==> src/rtl/mux_pkg.sv <==
// Shared definitions for the registered N:1 multiplexer family.
//   mux_mode_e : grant source selection (software select or round-robin)
//   clog2      : ceiling log2, used to size channel index ports
package mux_pkg;

  typedef enum int unsigned {
    MODE_SEL = 0,
    MODE_RR  = 1
  } mux_mode_e;

  // Ceiling log2 for n >= 2; usable in constant expressions.
  function automatic int unsigned clog2(input int unsigned n);
    int unsigned r;
    r = 0;
    for (int unsigned v = n - 1; v > 0; v = v >> 1) begin
      r++;
    end
    return r;
  endfunction

endpackage

==> src/rtl/rr_grant_nx1.sv <==
// Combinational rotate-priority search for round-robin arbitration.
//   req       in   N     request vector, one bit per channel
//   ptr       in   SELW  last granted channel; search starts at ptr+1
//   gnt       out  SELW  first requesting channel found, modulo-N wrap
//   gnt_valid out  1     at least one request present
module rr_grant_nx1 #(
  parameter int N    = 4,
  parameter int SELW = 2
) (
  input  logic [N-1:0]    req,
  input  logic [SELW-1:0] ptr,
  output logic [SELW-1:0] gnt,
  output logic            gnt_valid
);

  logic [2*N-1:0] req2;
  logic [N-1:0]   rot;

  // Doubling the request vector turns the modulo-N rotation into a plain
  // right shift: rot[j] is the request of channel (ptr+1+j) mod N.
  always_comb begin
    req2      = {req, req};
    rot       = N'(req2 >> (32'(ptr) + 32'd1));
    gnt       = '0;
    gnt_valid = 1'b0;
    for (int unsigned j = 0; j < N; j++) begin
      if (!gnt_valid && rot[j]) begin
        gnt       = SELW'((32'(ptr) + 32'd1 + j) % N);
        gnt_valid = 1'b1;
      end
    end
  end

endmodule

==> src/rtl/mux_nx1_rr_reg.sv <==
// Registered N-input multiplexer with valid/ready on every port.
// Grant comes from the select port (MODE_SEL) or round-robin over in_valid
// (MODE_RR). One word per cycle when out_ready stays high.
//   clk, rst   rising-edge clock, synchronous active-high reset
//   in_data    N*WIDTH, channel i at [i*WIDTH +: WIDTH]
//   in_valid   N, channel i holds a word
//   in_ready   N, one-hot (or zero) acceptance this cycle
//   select     SELW, channel index, used only in MODE_SEL
//   out        WIDTH, registered output word
//   out_valid  out holds a word
//   out_ready  consumer accepts out this cycle
//   out_sel    SELW, channel that produced out
module mux_nx1_rr_reg
  import mux_pkg::*;
#(
  parameter  int WIDTH = 32,
  parameter  int N     = 4,
  parameter  int MODE  = 0,
  localparam int SELW  = clog2(N)
) (
  input  logic                 clk,
  input  logic                 rst,
  input  logic [N*WIDTH-1:0]   in_data,
  input  logic [N-1:0]         in_valid,
  output logic [N-1:0]         in_ready,
  input  logic [SELW-1:0]      select,
  output logic [WIDTH-1:0]     out,
  output logic                 out_valid,
  input  logic                 out_ready,
  output logic [SELW-1:0]      out_sel
);

  logic [WIDTH-1:0] out_q, out_d, data_sel;
  logic             out_valid_q, out_valid_d;
  logic [SELW-1:0]  out_sel_q, out_sel_d;
  logic [SELW-1:0]  rr_ptr_q, rr_ptr_d;
  logic [SELW-1:0]  gnt, rr_gnt;
  logic             gnt_valid, rr_gnt_valid;
  logic             load, take;

  rr_grant_nx1 #(
    .N   (N),
    .SELW(SELW)
  ) u_rr_grant (
    .req      (in_valid),
    .ptr      (rr_ptr_q),
    .gnt      (rr_gnt),
    .gnt_valid(rr_gnt_valid)
  );

  always_comb begin
    if (MODE == int'(MODE_RR)) begin
      gnt       = rr_gnt;
      gnt_valid = rr_gnt_valid;
    end else begin
      gnt       = select;
      // Out-of-range select (N not a power of two) never grants.
      gnt_valid = (32'(select) < 32'(N)) && in_valid[select];
    end
  end

  assign load = !out_valid_q || out_ready;
  assign take = load && gnt_valid && !rst;

  always_comb begin
    in_ready = '0;
    data_sel = '0;
    for (int unsigned i = 0; i < N; i++) begin
      if (gnt == SELW'(i)) begin
        in_ready[i] = take;
        data_sel    = in_data[i*WIDTH +: WIDTH];
      end
    end
  end

  always_comb begin
    out_d       = out_q;
    out_sel_d   = out_sel_q;
    out_valid_d = out_valid_q;
    rr_ptr_d    = rr_ptr_q;
    if (load) begin
      if (gnt_valid) begin
        out_d       = data_sel;
        out_sel_d   = gnt;
        out_valid_d = 1'b1;
        if (MODE == int'(MODE_RR)) begin
          rr_ptr_d = gnt;
        end
      end else begin
        out_valid_d = 1'b0;
      end
    end
  end

  always_ff @(posedge clk) begin
    if (rst) begin
      out_q       <= '0;
      out_valid_q <= 1'b0;
      out_sel_q   <= '0;
      // Pointer parked on the last channel so the first search starts at 0.
      rr_ptr_q    <= SELW'(N - 1);
    end else begin
      out_q       <= out_d;
      out_valid_q <= out_valid_d;
      out_sel_q   <= out_sel_d;
      rr_ptr_q    <= rr_ptr_d;
    end
  end

  assign out       = out_q;
  assign out_valid = out_valid_q;
  assign out_sel   = out_sel_q;

endmodule

==> config.mk <==
export PLATFORM = sky130hd
export DESIGN_NAME = mux_nx1_rr_reg
export DESIGN_NICKNAME = d
export VERILOG_FILES = /design/src/rtl/mux_pkg.sv /design/src/rtl/rr_grant_nx1.sv /design/src/rtl/mux_nx1_rr_reg.sv
export SDC_FILE = /design/constraint.sdc
export NUM_CORES = 1
export LEC_CHECK = 0
export BUFFER_PORTS_ARGS = -buffer_cell sky130_fd_sc_hd__buf_2
export CORE_UTILIZATION = 39
export DETAILED_ROUTE_END_ITERATION = 10
export PLACE_DENSITY = 0.8
export SETUP_SLACK_MARGIN = 0.02
export SKIP_CTS_REPAIR_TIMING = 1
export SYNTH_ARGS = -nofsm -noshare
export SYNTH_HDL_FRONTEND = slang
export SYNTH_SLANG_ARGS = --single-unit
==> constraint.sdc <==
create_clock -name clk -period 2.1 [get_ports clk]
set_clock_uncertainty 0.15 [all_clocks]
set_input_delay 0.21 -clock clk [delete_from_list [all_inputs] [get_ports clk]]
set_output_delay 0.21 -clock clk [all_outputs]
set_load 0.005 [all_outputs]
==> qor.yml <==
outcome:
  outcome: "complete, no violations"
drt:
  antenna_left: 0
  avgViaCountPerCell: 5.47
  drcViolationCount: 0
  first_iter_violations: 140
  wl_per_cell_microns: 15.8
  wl_microns: 7090
  vias: 2451
  dr.pass1.iters: 4
pwr:
  p_clk_frac: 0.274
  internal-power_uw: 1240
  leakagePower_uw: 0.00147
  ir_drop_mv: 0.253
  powerDensity_nw_per_um2: 545
  seqPwrFrac: 0.428
  switching_power_uw: 506
  swShare: 0.290
  comb_power_share: 0.299
synthesis:
  netlist_area_sq_um: 2170
  synth_seq_cells: 35
  yosysSeqAreaShare: 0.322
  synthCells: 210
  synth.avg_cell_area_sq_um: 10.3
  yosysWarnings: 0
  synth.distinct_cells: 25
  synth_fp_nets: 347
timing:
  finalMaxSlewViolations: 0
  hold_viol: 0
  tightest_slew_ns: 0.723
  relSlewSlack: 0.518
  post-route-period-util: 0.922
  finalSetupViolCount: 0
  fin_tns_setup_ns: 0
  holdWs_ns: 0.151
  fmax_ghz: 0.517
  fin_crit_ns: 1.94
  rsz0062_at_grt: "no"
critical_path:
  crit_path_start: "out_valid$_SDFFE_PP0P_"
  r2r_setup_slack_ns: 0.36
  worst-path-max-fanout: 4
  reg2reg_depth: 5
  r2r_start: "out_valid$_SDFFE_PP0P_"
  worstPathRequired_ns: 1.74
  worstSetupPathType: "flop to output port"
  cp.arrival_ns: 1.58
  r2r_end: "out[16]$_SDFFE_PP0P_"
  critPathLaunchType: "flop"
  worstSetupEndpointType: "output port"
finish:
  area_growth_pct: 47.3
  final_common_cell: "buf_2"
  final_cell_mix: "buf_2 (175), a21oi_1 (35), dfxtp_1 (35), nand3_1 (33), mux4_2 (32)"
  drive_gt1_frac: 0.611
  fin_util: 0.611
  antennaDiodeCount: 0
  layout.nets: 514
  register_area_sq_um: 701
  multi_input_area_sq_um: 1370
  fillers: 461
floorplan:
  ios: 176
  dieArea_sq_um: 5880
  core.rowCount: 26
  die_height_microns: 76.7
  initial_utilization: 0.415
  die_w_microns: 76.7
  coreArea_sq_um: 5240
cts:
  worstSkewPairLatency_ns: 0.28
  clk_pin_slew_ns: 0.07
  cts_root_buffer: "clkbuf_8"
  htree_num_levels: 2
  cts_tree: "done"
  cts_buffers: 5
  cts_num_sinks: 35
  cts_max_path_buffers: 2
place:
  place_congestion: 0.773
  dp_hpwl_microns: 5390
  port_buffers: 175
global_route:
  grt_overflow: 0
  grt_max_degree: 40
  antenna_found_initial: 0
  first_global_vias: 2446
  grt_pass1_wl_microns: 11200
  grt_usage: 0.242
worst_hold_path:
  hold_depth: 3
  whs_endpoint: "out_valid$_SDFFE_PP0P_"
  worstHoldStart: "out_ready"
  hold_class: "input port to flop"
flow_run:
  cap_violations: 0
[logic make-up after synthesis]
family / after synthesis / share of synthesized area
compound gates: 69 / 0.159
buf+inv: 27 / 0.0605
flops: 35 / 0.322
mux: 34 / 0.341
simple gates: 45 / 0.117
[flip-flops by register name, summed over array words and instances (netlist names)]
signal,count
out,32
out_sel,2
out_valid,1
[per-layer routing]
layer	routed length (microns)	vias to the layer above	GRT usage
met2	3870	135	0.450
met5	0	-	0
met3	528	18	0.0548
met4	192	0	0.0904
met1	2500	1145	0.266
li1	-	1153	-
[power groups by stage]
stage                     Clock [uW]  Sequential [uW]  Combinational (uW)
after global placement             0              760                 496
after global routing             526              753                 573
after detailed placement           0              762                 513
after floorplan                    0              768                 274
after CTS                        498              747                 514
final                            478              747                 521
[cells in the mapped netlist]
cell / number / area, sq um
a21oi_1: 35 / 175
and3_1: 1 / 6.26
buf_1: 2 / 7.51
buf_2: 7 / 35.0
buf_4: 5 / 37.5
clkbuf_1: 10 / 37.5
clkbuf_2: 2 / 10.0
dfxtp_1: 35 / 701
inv_1: 1 / 3.75
mux2_2: 1 / 11.3
mux2i_1: 1 / 10.0
mux4_2: 32 / 721
nand2_1: 1 / 3.75
nand2b_1: 1 / 6.26
nand3_1: 33 / 165
nand3_2: 1 / 10.0
nor2_1: 1 / 3.75
nor2b_1: 1 / 6.26
nor3_2: 1 / 10.0
nor4_1: 2 / 12.5
nor4b_1: 1 / 8.76
nor4b_2: 1 / 15.0
o21ai_0: 28 / 140
o21ai_1: 6 / 30.0
or3_1: 1 / 6.26
[how the worst max path moves through the flow]
stage,end,depth (start not counted)
after floorplan,in_ready[1],5
after global placement,out[12]$_SDFFE_PP0P_,5
after detailed placement,out[22]$_SDFFE_PP0P_,5
after CTS,out[22]$_SDFFE_PP0P_,4
after global routing,in_ready[0],4
final,in_ready[1],4
[area by class of cell]
class,instances,share of cell area
Clock buffer,5,0.0215
Clock inverter,3,0.00625
Inverter,1,0.00117
Multi-Input combinational cell,149,0.428
Sequential cell,35,0.219
Tap cell,70,0.0274
Timing Repair Buffer,185,0.297
[through the flow]
| stage | cells | power (uW) | cell area [sq um] | worst slack [ns] |
|---|---|---|---|---|
| detailed placement | 439 | 1270 | 3090 | 0.143 |
| finish | 448 | 1750 | 3200 | 0.164 |
| CTS | 447 | 1760 | 3180 | 0.165 |
| global route | 448 | 1850 | 3200 | 0.0470 |
| global placement | 439 | 1260 | 3090 | 0.211 |
| floorplan | 210 | 1040 | 2170 | 0.409 |
[critical path, cell delays in order, from the launching register on]
cell and delay [ns]:
dfxtp_1 0.32, nor2b_1 0.21, or3_4 0.42, nor4b_2 0.20
buf_2 0.15
Power figures use the tool's default switching activity.
